## src/rtl/mem_access_stage_if.sv

```systemverilog
// Data-memory request/acknowledge port between the MEM-stage load/store unit and memory.
interface mem_access_stage_if;
    logic        dmem_req;
    logic        dmem_we;
    logic [31:0] dmem_addr;
    logic [3:0]  dmem_be;
    logic [31:0] dmem_wdata;
    logic        dmem_ack;
    logic [31:0] dmem_rdata;

    modport master (
        output dmem_req,
        output dmem_we,
        output dmem_addr,
        output dmem_be,
        output dmem_wdata,
        input  dmem_ack,
        input  dmem_rdata
    );

    modport slave (
        input  dmem_req,
        input  dmem_we,
        input  dmem_addr,
        input  dmem_be,
        input  dmem_wdata,
        output dmem_ack,
        output dmem_rdata
    );
endinterface

```

## src/rtl/mem_access_stage.sv

```systemverilog
// MEM-stage load/store unit: issues one data-memory access per instruction, steers byte lanes,
// extends loads and stalls the pipeline while busy. Optional: MISALIGN_TRAP_EN traps misaligned accesses.
module mem_access_stage #(
    parameter int unsigned MAX_WAIT = 15,
    parameter int unsigned CNT_W    = 4
) (
    input  logic                       clk,
    input  logic                       reset,
    input  logic                       valid_in,
    input  logic                       memread_in,
    input  logic                       memwrite_in,
    input  logic [2:0]                 funct3_in,
    input  logic [31:0]                addr_in,
    input  logic [31:0]                wdata_in,
    mem_access_stage_if.master         dmem,
    output logic [31:0]                readdata_out,
    output logic                       stall,
    output logic                       mem_err
);

    typedef enum logic [1:0] {IDLE, BUSY, DONE} state_t;
    typedef enum logic [1:0] {SZ_B, SZ_H, SZ_W} size_t;

    state_t            state_q, state_d;
    logic [CNT_W-1:0]  cnt_q, cnt_d;
    logic              req_q, req_d;
    logic              we_q, we_d;
    logic [31:0]       addr_q, addr_d;
    logic [3:0]        be_q, be_d;
    logic [31:0]       wdata_q, wdata_d;
    logic [31:0]       rdata_q, rdata_d;
    logic              err_q, err_d;
    logic              load_q, load_d;
    size_t             size_q, size_d;
    logic              sext_q, sext_d;
    logic [1:0]        lane_q, lane_d;
    logic              stall_c;

    // Request decode from the EX/MEM slot
    size_t       size_c;
    logic [1:0]  lane_c;
    logic [3:0]  be_c;
    logic [31:0] wdata_c;
    logic        access_c;
    logic        issue_ok_c;
    logic [CNT_W-1:0] cnt_inc_c;
    logic        timeout_c;

    always_comb begin
        case (funct3_in)
            3'b000, 3'b100: size_c = SZ_B;
            3'b001, 3'b101: size_c = SZ_H;
            default:        size_c = SZ_W;
        endcase
    end

    // Low address bits are forced to the natural alignment of the access size
    always_comb begin
        lane_c  = 2'b00;
        be_c    = 4'b1111;
        wdata_c = wdata_in;
        case (size_c)
            SZ_B: begin
                lane_c  = addr_in[1:0];
                be_c    = 4'b0001 << lane_c;
                wdata_c = {4{wdata_in[7:0]}};
            end
            SZ_H: begin
                lane_c  = {addr_in[1], 1'b0};
                be_c    = 4'b0011 << lane_c;
                wdata_c = {2{wdata_in[15:0]}};
            end
            default: begin
                lane_c  = 2'b00;
                be_c    = 4'b1111;
                wdata_c = wdata_in;
            end
        endcase
    end

    assign access_c = valid_in & (memread_in | memwrite_in);

`ifdef MISALIGN_TRAP_EN
    logic misaligned_c;
    assign misaligned_c = ((size_c == SZ_H) && addr_in[0]) ||
                          ((size_c == SZ_W) && (addr_in[1:0] != 2'b00));
    assign issue_ok_c   = ~misaligned_c;
`else
    assign issue_ok_c   = 1'b1;
`endif

    assign cnt_inc_c = cnt_q + CNT_W'(1);
    assign timeout_c = (cnt_inc_c == CNT_W'(MAX_WAIT));

    function automatic logic [31:0] load_extend(input size_t sz, input logic sx,
                                                input logic [1:0] ln, input logic [31:0] w);
        logic [7:0]  b;
        logic [15:0] h;
        case (ln)
            2'd0:    b = w[7:0];
            2'd1:    b = w[15:8];
            2'd2:    b = w[23:16];
            default: b = w[31:24];
        endcase
        h = ln[1] ? w[31:16] : w[15:0];
        case (sz)
            SZ_B:    load_extend = sx ? {{24{b[7]}}, b} : {24'h0, b};
            SZ_H:    load_extend = sx ? {{16{h[15]}}, h} : {16'h0, h};
            default: load_extend = w;
        endcase
    endfunction

    // Next-state and next-output logic
    always_comb begin
        state_d = state_q;
        cnt_d   = cnt_q;
        req_d   = req_q;
        we_d    = we_q;
        addr_d  = addr_q;
        be_d    = be_q;
        wdata_d = wdata_q;
        rdata_d = rdata_q;
        err_d   = 1'b0;
        load_d  = load_q;
        size_d  = size_q;
        sext_d  = sext_q;
        lane_d  = lane_q;
        stall_c = 1'b0;

        case (state_q)
            IDLE: begin
                if (access_c && issue_ok_c) begin
                    stall_c = 1'b1;
                    req_d   = 1'b1;
                    we_d    = memwrite_in;
                    addr_d  = {addr_in[31:2], 2'b00};
                    be_d    = be_c;
                    wdata_d = wdata_c;
                    load_d  = ~memwrite_in;
                    size_d  = size_c;
                    sext_d  = ~funct3_in[2];
                    lane_d  = lane_c;
                    cnt_d   = '0;
                    state_d = BUSY;
                end
`ifdef MISALIGN_TRAP_EN
                else if (access_c) begin
                    err_d   = 1'b1;
                    rdata_d = 32'h0;
                end
`endif
            end
            BUSY: begin
                stall_c = 1'b1;
                if (dmem.dmem_ack) begin
                    req_d   = 1'b0;
                    if (load_q)
                        rdata_d = load_extend(size_q, sext_q, lane_q, dmem.dmem_rdata);
                    state_d = DONE;
                end else if (timeout_c) begin
                    req_d   = 1'b0;
                    rdata_d = 32'h0;
                    err_d   = 1'b1;
                    state_d = DONE;
                end else begin
                    cnt_d   = cnt_inc_c;
                end
            end
            DONE: begin
                cnt_d   = '0;
                state_d = IDLE;
            end
            default: state_d = IDLE;
        endcase
    end

    always_ff @(posedge clk or negedge reset) begin
        if (!reset) begin
            state_q <= IDLE;
            cnt_q   <= '0;
            req_q   <= 1'b0;
            we_q    <= 1'b0;
            addr_q  <= 32'h0;
            be_q    <= 4'h0;
            wdata_q <= 32'h0;
            rdata_q <= 32'h0;
            err_q   <= 1'b0;
            load_q  <= 1'b0;
            size_q  <= SZ_W;
            sext_q  <= 1'b0;
            lane_q  <= 2'b00;
        end else begin
            state_q <= state_d;
            cnt_q   <= cnt_d;
            req_q   <= req_d;
            we_q    <= we_d;
            addr_q  <= addr_d;
            be_q    <= be_d;
            wdata_q <= wdata_d;
            rdata_q <= rdata_d;
            err_q   <= err_d;
            load_q  <= load_d;
            size_q  <= size_d;
            sext_q  <= sext_d;
            lane_q  <= lane_d;
        end
    end

    // Stall is combinational but forced low while reset is asserted
    assign stall           = reset & stall_c;
    assign dmem.dmem_req   = req_q;
    assign dmem.dmem_we    = we_q;
    assign dmem.dmem_addr  = addr_q;
    assign dmem.dmem_be    = be_q;
    assign dmem.dmem_wdata = wdata_q;
    assign readdata_out    = rdata_q;
    assign mem_err         = err_q;

endmodule

```

## src/flat_wrapper.sv

```systemverilog
// flat-port wrapper written by rule: the top's interface ports become plain ports
module mem_access_stage_flat 
#(
    parameter int unsigned MAX_WAIT = 15,
    parameter int unsigned CNT_W    = 4
)
  (clk, reset, valid_in, memread_in, memwrite_in, funct3_in, addr_in, wdata_in, readdata_out, stall, mem_err, dmem_dmem_req, dmem_dmem_we, dmem_dmem_addr, dmem_dmem_be, dmem_dmem_wdata, dmem_dmem_ack, dmem_dmem_rdata);
  mem_access_stage_if dmem_i ();
  input  logic clk;
  input  logic reset;
  input  logic valid_in;
  input  logic memread_in;
  input  logic memwrite_in;
  input  logic [2:0] funct3_in;
  input  logic [31:0] addr_in;
  input  logic [31:0] wdata_in;
  output logic [31:0] readdata_out;
  output logic stall;
  output logic mem_err;
  output wire logic [$bits(dmem_i.dmem_req)-1:0] dmem_dmem_req;
  output wire logic [$bits(dmem_i.dmem_we)-1:0] dmem_dmem_we;
  output wire logic [$bits(dmem_i.dmem_addr)-1:0] dmem_dmem_addr;
  output wire logic [$bits(dmem_i.dmem_be)-1:0] dmem_dmem_be;
  output wire logic [$bits(dmem_i.dmem_wdata)-1:0] dmem_dmem_wdata;
  input wire logic [$bits(dmem_i.dmem_ack)-1:0] dmem_dmem_ack;
  input wire logic [$bits(dmem_i.dmem_rdata)-1:0] dmem_dmem_rdata;
  assign dmem_dmem_req = dmem_i.dmem_req;
  assign dmem_dmem_we = dmem_i.dmem_we;
  assign dmem_dmem_addr = dmem_i.dmem_addr;
  assign dmem_dmem_be = dmem_i.dmem_be;
  assign dmem_dmem_wdata = dmem_i.dmem_wdata;
  assign dmem_i.dmem_ack = dmem_dmem_ack;
  assign dmem_i.dmem_rdata = dmem_dmem_rdata;
  mem_access_stage #(.MAX_WAIT(MAX_WAIT), .CNT_W(CNT_W)) u_core (.clk(clk), .reset(reset), .valid_in(valid_in), .memread_in(memread_in), .memwrite_in(memwrite_in), .funct3_in(funct3_in), .addr_in(addr_in), .wdata_in(wdata_in), .dmem(dmem_i), .readdata_out(readdata_out), .stall(stall), .mem_err(mem_err));
endmodule
```

## config.mk

```make
export PLATFORM = sky130hd
export DESIGN_NAME = mem_access_stage_flat
export DESIGN_NICKNAME = d
export VERILOG_FILES = /design/src/rtl/mem_access_stage_if.sv /design/src/rtl/mem_access_stage.sv /design/src/flat_wrapper.sv
export SDC_FILE = /design/constraint.sdc
export NUM_CORES = 1
export LEC_CHECK = 0
export BUFFER_PORTS_ARGS = -buffer_cell sky130_fd_sc_hd__buf_2
export CAP_MARGIN = 40
export CORE_ASPECT_RATIO = 1.2
export CORE_UTILIZATION = 54
export CTS_BUF_LIST = sky130_fd_sc_hd__clkbuf_4
export DETAILED_ROUTE_END_ITERATION = 8
export PLACE_DENSITY = 0.86
export SLEW_MARGIN = 5
export SYNTH_ARGS = -nofsm -noshare
export SYNTH_HDL_FRONTEND = slang
export SYNTH_SLANG_ARGS = --single-unit
export TNS_END_PERCENT = 5
```

## constraint.sdc

```tcl
create_clock -name clk -period 2.99 [get_ports clk]
set_input_delay 0.7475 -clock clk [delete_from_list [all_inputs] [get_ports clk]]
set_output_delay 0.7475 -clock clk [all_outputs]
set_load 0.01 [all_outputs]
```

==> impl_metrics.py, run 1 <==
metrics = {
    "run_status": {
        "status": "finished, final reports clean",
    },
    "synthesis": {
        "synthArstFlopShare": 1.00,
        "yosys_warnings": 0,
        "yosysUniqueCellTypes": 49,
        "ys_dominant_reg_cell": "dfrtp_1",
        "ys_seq_area_frac": 0.541,
        "syn_area_per_cell_um2": 9.92,
        "ys_ff_latch": 113,
        "syn_area_um2": 5230,
        "synth-edff-count": 0,
        "syn_inst": 527,
    },
    "cts": {
        "h-tree-depth": 4,
        "cts_buffers": 17,
        "clock_latency_ns": 0.51,
        "cts_hold_buf": 0,
        "cts_sinks": 113,
        "clk_pin_slew_ns": 0.10,
        "clock-root-buffer": "clkbuf_4",
        "cts_max_path_buffers": 2,
        "cts_resized": 0,
        "cts_setup_buffers": 0,
        "tritoncts": "yes",
    },
    "route": {
        "dr.pass1.iters": 5,
        "drt_iter0_drc": 240,
        "ant_nets": 0,
        "drc": 0,
        "drt_wl_total_mm": 14.0,
        "viasPerCell": 5.54,
        "avgRoutedWirePerCell_um": 16.2,
        "dr_total_vias": 4788,
    },
    "place": {
        "hpwl_mm": 10.2,
        "io_buffers": 206,
        "dp.cells": 833,
        "gp_congestion": 0.918,
    },
    "grt": {
        "grt_max_degree": 58,
        "gr-total-overflow": 0,
        "antenna_found_initial": 0,
        "grt_pass1_wl_mm": 22.5,
        "grt_pass1_vias": 4670,
        "grt_use_total": 0.288,
    },
    "floorplan": {
        "coreArea_um2": 9220,
        "die_w_um": 91.8,
        "initial_core_util": 0.567,
        "io_pins": 209,
        "core.rowCount": 38,
        "die_h_um": 110,
        "dieArea_um2": 10100,
    },
    "worst_setup_path": {
        "required_ns": 3.43,
        "critical_path_class": "reg -> reg",
        "worstSetupEndpointType": "flop",
        "cp-start-kind": "flop",
        "cpMaxStageDelayCell": "a2111oi_4",
        "cp_max_fo": 16,
        "critPathMaxStageDelay_ns": 0.89,
        "cp.arrival_ns": 2.68,
        "path_cells": "buf_4 -> mux2_2 -> nand2_1 -> a2111oi_4 -> a221o_1",
    },
    "timing": {
        "setup_tns_ns": 0,
        "post-route-period-util": 0.749,
        "rsz0062_at_grt": "false",
        "skew_ns": 0.0131,
        "setup_viol": 0,
        "tightest_slew_ns": 0.910,
        "hold_viol": 0,
        "fmax_ghz": 0.446,
        "drv_slew": 0,
        "hold_slack_ns": 0.383,
        "period_needed_ns": 2.24,
        "relSlewSlack": 0.393,
    },
    "job": {
        "drv_cap": 0,
    },
    "layout": {
        "fin_util": 0.725,
        "area_delta_synth_final_pct": 28.0,
        "diodes": 0,
        "final_nets": 839,
        "drive_above_1_share": 0.368,
        "fin_cells": 865,
    },
    "pwr": {
        "p_per_area_nw_per_um2": 842,
        "combPwrFrac": 0.332,
        "pwr-share-seq": 0.434,
        "switching_share": 0.348,
        "pwr-share-clk": 0.234,
        "p_sw_mw": 1.96,
        "ir_worst_vdd_mv": 0.544,
        "cellLeakagePower_nw": 3.56,
        "p_int_mw": 3.67,
    },
    "min_path": {
        "min_path_type": "in -> async",
    },
}
## cell usage in the layout, fill, tap and decap left out, drive strengths merged, types with 3 or more instances in the layout
cell     instances
a211oi           8
a21boi           7
a21o             3
a21oi           11
a221o           16
a31oi            4
buf            220
bufinv           5
clkbuf          19
clkinv           6
dfrtp          112
inv             13
mux2            13
mux2i           30
nand2          152
nand2b           7
nand3            3
nor2            19
nor3             4
o21ai           46
o221ai           3
o2bb2ai          7
o31ai            3
## worst max-delay path, delay by kind of cell (launching register included)
family	cells	cell delay [ns]
buffers and inverters	1	0.23
AO/OA/AOI/OAI	2	1.12
AND/OR/NAND/NOR	1	0.10
flip-flops	1	0.50
multiplexers	1	0.22
## final cells by class
type,instances,area (um2)
Fill cell,697,2530
Multi-Input combinational cell,367,2190
Clock inverter,13,191
Inverter,13,48.8
Clock buffer,19,143
Timing Repair Buffer,220,1140
Tap cell,120,150
Sequential cell,113,2830
## stage by stage
stage | setup slack [ns] | cell area, um2 | power, mW
after floorplan | 0.824 | 5230 | 3.46
after global placement | 0.579 | 6350 | 4.25
after detailed placement | 0.538 | 6360 | 4.33
after CTS | 0.715 | 6690 | 5.68
after global routing | 0.619 | 6690 | 5.98
final | 0.750 | 6690 | 5.64
## synth_stat cells (all sizes together), types with 8 or more instances
master	count	area [um2]
dfrtp	112	2800
nor2	19	73.8
a221o	16	160
buf	9	71.3
a21oi	11	55.1
clkbuf	26	97.6
mux2i	30	300
nand2	152	571
inv	13	48.8
a211oi	8	60.1
o21ai	46	230
mux2	13	146
## routing by layer
metal  GRT usage  vias to the layer above  share of wire
met2       0.495                      241           0.51
met3      0.0830                       28          0.082
li1            -                     2230              -
met4       0.122                        0          0.019
met1       0.342                     2289           0.39
met5           0                        -              0
## worst paths after layout
kind / startpoint / endpoint / slack [ns] / depth (start not counted)
setup / recovery: u_core.lane_q[1]$_DFFE_PN0P_ / u_core.readdata_out[29]$_DFFE_PN0P_ / 0.75 / 5
hold / removal: reset / u_core.cnt_q[1]$_DFFE_PN0P_ / 0.38 / 2
setup reg to reg: u_core.lane_q[1]$_DFFE_PN0P_ / u_core.readdata_out[29]$_DFFE_PN0P_ / 0.75 / 5
hold reg to reg: u_core.dmem.dmem_addr[18]$_DFFE_PN0P_ / u_core.dmem.dmem_addr[18]$_DFFE_PN0P_ / 0.48 / 2
max in group asynchronous: reset / u_core.readdata_out[20]$_DFFE_PN0P_ / 1.40 / 3
min in group clk: addr_in[16] / u_core.dmem.dmem_addr[16]$_DFFE_PN0P_ / 0.42 / 3
## sequential cells by signal, summed over array words and instances, names as in the netlist
signal and count:
u_core.sext_q 1, u_core.dmem.dmem_req 1, u_core.dmem.dmem_be 4, u_core.dmem.dmem_we 1, u_core.state_q 2, u_core.dmem.dmem_addr 30, u_core.size_q 2, u_core.load_q 1
u_core.cnt_q 4, u_core.lane_q 2, u_core.mem_err 1, u_core.dmem.dmem_wdata 32, u_core.readdata_out 32
## power groups by stage
stage / logic, mW / registers, mW / clock network [mW]
2_1_floorplan: 0.823 / 2.63 / 0
3_3_place_gp: 1.82 / 2.43 / 0
3_5_place_dp: 1.88 / 2.45 / 0
4_1_cts: 1.89 / 2.44 / 1.35
5_1_grt: 2.07 / 2.51 / 1.40
6_report: 1.87 / 2.44 / 1.32
## cell families after synthesis
logic type,share of synthesized area
buf+inv,0.0417
other cells,0.000718
flops,0.541
compound gates,0.164
simple gates,0.158
fa+ha+maj,0.00479
mux,0.0898
(Power assumes the default switching activity.)
==> inputs of run 2 (changes only) <==
--- a/config.mk
+++ b/config.mk
@@ -8,10 +8,10 @@
 export BUFFER_PORTS_ARGS = -buffer_cell sky130_fd_sc_hd__buf_2
 export CAP_MARGIN = 40
 export CORE_ASPECT_RATIO = 1.2
-export CORE_UTILIZATION = 54
+export CORE_UTILIZATION = 50
 export CTS_BUF_LIST = sky130_fd_sc_hd__clkbuf_4
 export DETAILED_ROUTE_END_ITERATION = 8
-export PLACE_DENSITY = 0.86
+export PLACE_DENSITY = 0.8
 export SLEW_MARGIN = 5
 export SYNTH_ARGS = -nofsm -noshare
 export SYNTH_HDL_FRONTEND = slang
==> constraint.sdc (replaced) <==
create_clock -name clk -period 2.2 [get_ports clk]
set_input_delay 0.55 -clock clk [delete_from_list [all_inputs] [get_ports clk]]
set_output_delay 0.55 -clock clk [all_outputs]
set_load 0.01 [all_outputs]
==> impl_metrics.py, run 2 (same netlist as run 1, synthesis figures left out) <==
metrics = {
    "run_status": {
        "status": "finished, final reports clean",
    },
    "route": {
        "viasPerCell": 5.35,
        "drt_iter0_drc": 196,
        "dr_total_vias": 4693,
        "ant_nets": 0,
        "drc": 0,
        "drt_wl_total_mm": 13.7,
        "dr.pass1.iters": 4,
        "avgRoutedWirePerCell_um": 15.6,
    },
    "floorplan": {
        "die_w_um": 95.3,
        "initial_core_util": 0.517,
        "die_h_um": 114,
        "core.rowCount": 40,
        "io_pins": 209,
        "dieArea_um2": 10900,
        "coreArea_um2": 10100,
    },
    "grt": {
        "grt_use_total": 0.261,
        "gr-total-overflow": 0,
        "grt_pass1_vias": 4610,
        "grt_max_degree": 114,
        "grt_pass1_wl_mm": 21.8,
        "antenna_found_initial": 0,
    },
    "cts": {
        "clk_pin_slew_ns": 0.10,
        "tritoncts": "yes",
        "cts_hold_buf": 0,
        "cts_setup_buffers": 0,
        "clock_latency_ns": 0.51,
        "clock-root-buffer": "clkbuf_4",
        "cts_buffers": 17,
        "cts_sinks": 113,
        "cts_max_path_buffers": 2,
        "h-tree-depth": 4,
        "cts_resized": 0,
    },
    "worst_setup_path": {
        "cp_max_fo": 16,
        "crit_top_cell": "buf_4",
        "cp-start-kind": "flop",
        "required_ns": 2.64,
        "critical_path_class": "reg -> reg",
        "worstSetupEndpointType": "flop",
        "cp.arrival_ns": 2.44,
        "path_buf_inv": 2,
        "path_cells": "buf_4 -> nand4b_1 -> buf_4 -> a2111oi_4 -> a221o_1",
        "critPathMaxStageDelay_ns": 0.68,
        "cpMaxStageDelayCell": "a2111oi_4",
        "critPathTopFamily": "compound AO/OA/AOI/OAI gates",
    },
    "pwr": {
        "p_sw_mw": 2.68,
        "p_int_mw": 4.95,
        "pwr-share-clk": 0.226,
        "p_per_area_nw_per_um2": 1130,
        "switching_share": 0.351,
        "pwr-share-seq": 0.431,
        "ir_worst_vdd_mv": 0.619,
        "cellLeakagePower_nw": 3.61,
        "combPwrFrac": 0.343,
    },
    "timing": {
        "post-route-period-util": 0.907,
        "skew_ns": 0.0210,
        "period_needed_ns": 2.00,
        "rsz0062_at_grt": "false",
        "fin_ws_ns": 0.205,
        "setup_tns_ns": 0,
        "setup_viol": 0,
        "tightest_slew_ns": 0.873,
        "relSlewSlack": 0.418,
        "hold_viol": 0,
        "drv_slew": 0,
        "fmax_ghz": 0.501,
    },
    "min_path": {
        "min_path_type": "in -> async",
    },
    "layout": {
        "final_nets": 846,
        "final_cell_area_um2": 6770,
        "mostFrequentLayoutCell": "buf_2",
        "regArea_um2": 2830,
        "fin_util": 0.670,
        "final_cell_mix": "buf_2, nand2_1, dfrtp_1",
        "drive_above_1_share": 0.376,
        "area_delta_synth_final_pct": 29.5,
        "multi_input_area_um2": 2190,
        "fill_cells": 826,
        "diodes": 0,
    },
    "place": {
        "placed_cell_area_um2": 6450,
        "gp_congestion": 0.830,
        "io_buffers": 206,
        "place_ws_ns": 0.0222,
        "hpwl_mm": 10.0,
    },
    "job": {
        "drv_cap": 0,
    },
}
==> run 2: cell types whose count changed in the layout (fill, tap and decap cells not counted) <==
| cell | before | now |
|---|---|---|
| clkinv_2 | 3 | 5 |
| buf_12 | 0 | 3 |
| bufinv_16 | 5 | 4 |
| buf_4 | 15 | 19 |
| clkbuf_4 | 19 | 20 |
| clkinvlp_4 | 2 | 1 |
| clkinv_4 | 0 | 1 |
| clkinv_1 | 3 | 1 |
==> run 2: final cells by class <==
class,instances,share of cell area
Sequential cell,113,0.418
Clock buffer,20,0.0222
Tap cell,126,0.0233
Inverter,13,0.00721
Timing Repair Buffer,227,0.182
Multi-Input combinational cell,367,0.323
Clock inverter,12,0.0244
==> run 2: path summary, 6_finish.rpt <==
| check | from | end | slack, ns | cells after the start |
|---|---|---|---|---|
| min reg2reg | u_core.dmem.dmem_addr[23]$_DFFE_PN0P_ | u_core.dmem.dmem_addr[23]$_DFFE_PN0P_ | 0.48 | 2 |
| min in group clk | addr_in[17] | u_core.dmem.dmem_addr[17]$_DFFE_PN0P_ | 0.22 | 3 |
| max in group asynchronous | reset | u_core.dmem.dmem_wdata[30]$_DFFE_PN0P_ | 1.65 | 2 |
| max reg2reg | u_core.state_q[1]$_DFFE_PN0P_ | u_core.readdata_out[23]$_DFFE_PN0P_ | 0.20 | 5 |
| max | u_core.state_q[1]$_DFFE_PN0P_ | u_core.readdata_out[23]$_DFFE_PN0P_ | 0.20 | 5 |
| min | reset | u_core.cnt_q[0]$_DFFE_PN0P_ | 0.13 | 2 |
==> run 2: metal layers <==
| layer | global-route usage | part of all wire |
|---|---|---|
| met5 | 0 | 0 |
| met4 | 0.0980 | 0.014 |
| met3 | 0.0860 | 0.073 |
| met2 | 0.424 | 0.49 |
| met1 | 0.321 | 0.42 |
==> run 2: per-stage QoR <==
stage          total power, mW  std cells  hold slack [ns]
6_report                  7.62        878            0.132
2_1_floorplan             4.70        528            0.254
3_5_place_dp              5.95        846            0.457
3_3_place_gp              5.84        845            0.452
4_1_cts                   7.69        878            0.121
5_1_grt                   8.13        878            0.130
==> run 2: power groups by stage <==
| stage | Sequential [mW] | Combinational [mW] | Clock [mW] |
|---|---|---|---|
| after detailed placement | 3.31 | 2.64 | 0 |
| final | 3.29 | 2.61 | 1.73 |
| after CTS | 3.29 | 2.63 | 1.77 |
| after global placement | 3.28 | 2.56 | 0 |
| after global routing | 3.39 | 2.88 | 1.86 |
| after floorplan | 3.58 | 1.12 | 0 |
==> inputs of run 3 (changes only) <==
--- a/config.mk
+++ b/config.mk
@@ -6,12 +6,12 @@
 export NUM_CORES = 1
 export LEC_CHECK = 0
 export BUFFER_PORTS_ARGS = -buffer_cell sky130_fd_sc_hd__buf_2
-export CAP_MARGIN = 40
+export CAP_MARGIN = 25
 export CORE_ASPECT_RATIO = 1.2
 export CORE_UTILIZATION = 50
 export CTS_BUF_LIST = sky130_fd_sc_hd__clkbuf_4
 export DETAILED_ROUTE_END_ITERATION = 8
-export PLACE_DENSITY = 0.8
+export PLACE_DENSITY = 0.87
 export SLEW_MARGIN = 5
 export SYNTH_ARGS = -nofsm -noshare
 export SYNTH_HDL_FRONTEND = slang
==> impl_metrics.py, run 3 (same netlist as run 1, synthesis figures left out) <==
metrics = {
    "run_status": {
        "status": "finished, final reports clean",
    },
    "grt": {
        "grt_pass1_vias": 4815,
        "antenna_found_initial": 0,
        "grt_max_degree": 78,
        "grt_pass1_wl_mm": 22.8,
        "gr-total-overflow": 0,
        "grt_use_total": 0.273,
    },
    "route": {
        "drc": 0,
        "drt_wl_total_mm": 14.3,
        "top_layer": "met4",
        "ant_nets": 0,
        "viasPerCell": 5.55,
        "drt_iter0_drc": 215,
        "drt-met1-wl_mm": 5.55,
        "dr_total_vias": 4870,
        "dr_wl_met3_mm": 1.18,
        "dr_wl_met2_mm": 7.18,
        "dr.pass1.iters": 4,
        "avgRoutedWirePerCell_um": 16.2,
    },
    "cts": {
        "h-tree-depth": 4,
        "cts_buffers": 17,
        "tritoncts": "yes",
        "clock-root-buffer": "clkbuf_4",
        "clock_latency_ns": 0.50,
        "clk_pin_slew_ns": 0.11,
        "cts_hold_buf": 0,
        "cts_sinks": 113,
        "cts_max_path_buffers": 2,
    },
    "layout": {
        "final_nets": 846,
        "drive_above_1_share": 0.376,
        "area_delta_synth_final_pct": 29.1,
        "fill_cells": 811,
        "mostFrequentLayoutCell": "buf_2",
        "final_cell_mix": "buf_2, nand2_1, dfrtp_1",
        "diodes": 0,
    },
    "timing": {
        "post-route-period-util": 0.944,
        "hold_viol": 0,
        "skew_ns": 0.0201,
        "tightest_slew_ns": 1.03,
        "hold_slack_ns": 0.152,
        "drv_slew": 0,
        "fmax_ghz": 0.481,
        "period_needed_ns": 2.08,
        "setup_tns_ns": 0,
        "relSlewSlack": 0.308,
        "rsz0062_at_grt": "false",
        "setup_viol": 0,
    },
    "floorplan": {
        "initial_core_util": 0.517,
        "die_h_um": 114,
        "die_w_um": 95.3,
        "core.rowCount": 40,
        "dieArea_um2": 10900,
        "io_pins": 209,
        "coreArea_um2": 10100,
    },
    "place": {
        "gp_congestion": 0.840,
        "io_buffers": 206,
        "hpwl_mm": 10.4,
    },
    "pwr": {
        "p_per_area_nw_per_um2": 1120,
        "cellLeakagePower_nw": 3.59,
        "totalPowerFinal_mw": 7.54,
        "ir_worst_vdd_mv": 0.675,
    },
    "worst_setup_path": {
        "cp-start-kind": "flop",
        "worstSetupEndpointType": "flop",
        "cp.arrival_ns": 2.46,
        "critical_path_class": "reg -> reg",
        "cp_max_fo": 27,
        "required_ns": 2.58,
    },
    "job": {
        "drv_cap": 0,
    },
    "min_path": {
        "min_path_type": "in -> async",
    },
}
-- run 3: final timing paths --
check	from	slack, ns	end	depth (start not counted)
setup / recovery	u_core.cnt_q[0]$_DFFE_PN0P_	0.12	u_core.readdata_out[5]$_DFFE_PN0P_	6
hold reg to reg	u_core.dmem.dmem_addr[4]$_DFFE_PN0P_	0.48	u_core.dmem.dmem_addr[4]$_DFFE_PN0P_	2
setup reg to reg	u_core.cnt_q[0]$_DFFE_PN0P_	0.12	u_core.readdata_out[5]$_DFFE_PN0P_	6
min in group clk	addr_in[5]	0.23	u_core.dmem.dmem_addr[5]$_DFFE_PN0P_	3
hold / removal	reset	0.15	u_core.cnt_q[3]$_DFFE_PN0P_	2
max in group asynchronous	reset	1.33	u_core.dmem.dmem_be[2]$_DFFE_PN0P_	2
-- run 3: metal layers --
metal / vias to the layer above / GRT usage
met5: - / 0
met4: 0 / 0.109
met3: 33 / 0.0820
met2: 248 / 0.460
met1: 2344 / 0.324
li1: 2245 / -
-- run 3: critical path, stage by stage, from the launching register on --
cell      delay, ns
dfrtp_1        0.44
inv_1          0.08
ha_1           0.24
nand4b_1       0.11
o21ai_0        0.16
nor2_4         0.54
mux2_2         0.41
-- run 3: area by class of cell --
type                    count  area (um2)  share of cell area
clock buffers              18         135              0.0200
clock inverters            14         165              0.0245
inverters                  13        48.8             0.00723
multi-input cells         367        2190               0.325
flip-flops and latches    113        2830               0.419
well taps                 126         158              0.0234
repair buffers            227        1220               0.180
-- run 3: power breakdown --
| part | switching (mW) | internal [mW] |
|---|---|---|
| sequential | 0.474 | 2.82 |
| combinational | 1.44 | 1.19 |
| clock | 0.819 | 0.796 |
-- run 3: stage by stage --
step | util | setup WS (ns) | cells | instance area [um2]
6_report | 0.667 | 0.123 | 878 | 6750
5_1_grt | 0.667 | 0.0184 | 878 | 6750
4_1_cts | 0.665 | 0.123 | 877 | 6730
3_5_place_dp | 0.635 | -0.102 | 845 | 6420
3_3_place_gp | 0.635 | -0.0380 | 845 | 6420
2_1_floorplan | - | 0.232 | 528 | 5230
-- run 3: what timing repair did --
| action | 4_1_cts | 5_1_grt |
|---|---|---|
| endpoints found under the setup margin | 11 | 2 |
| pin swaps | 0 | 1 |
| setup buffers | 0 | 1 |
| resized for setup | 1 | 0 |
| hold endpoints to repair | 0 | 0 |
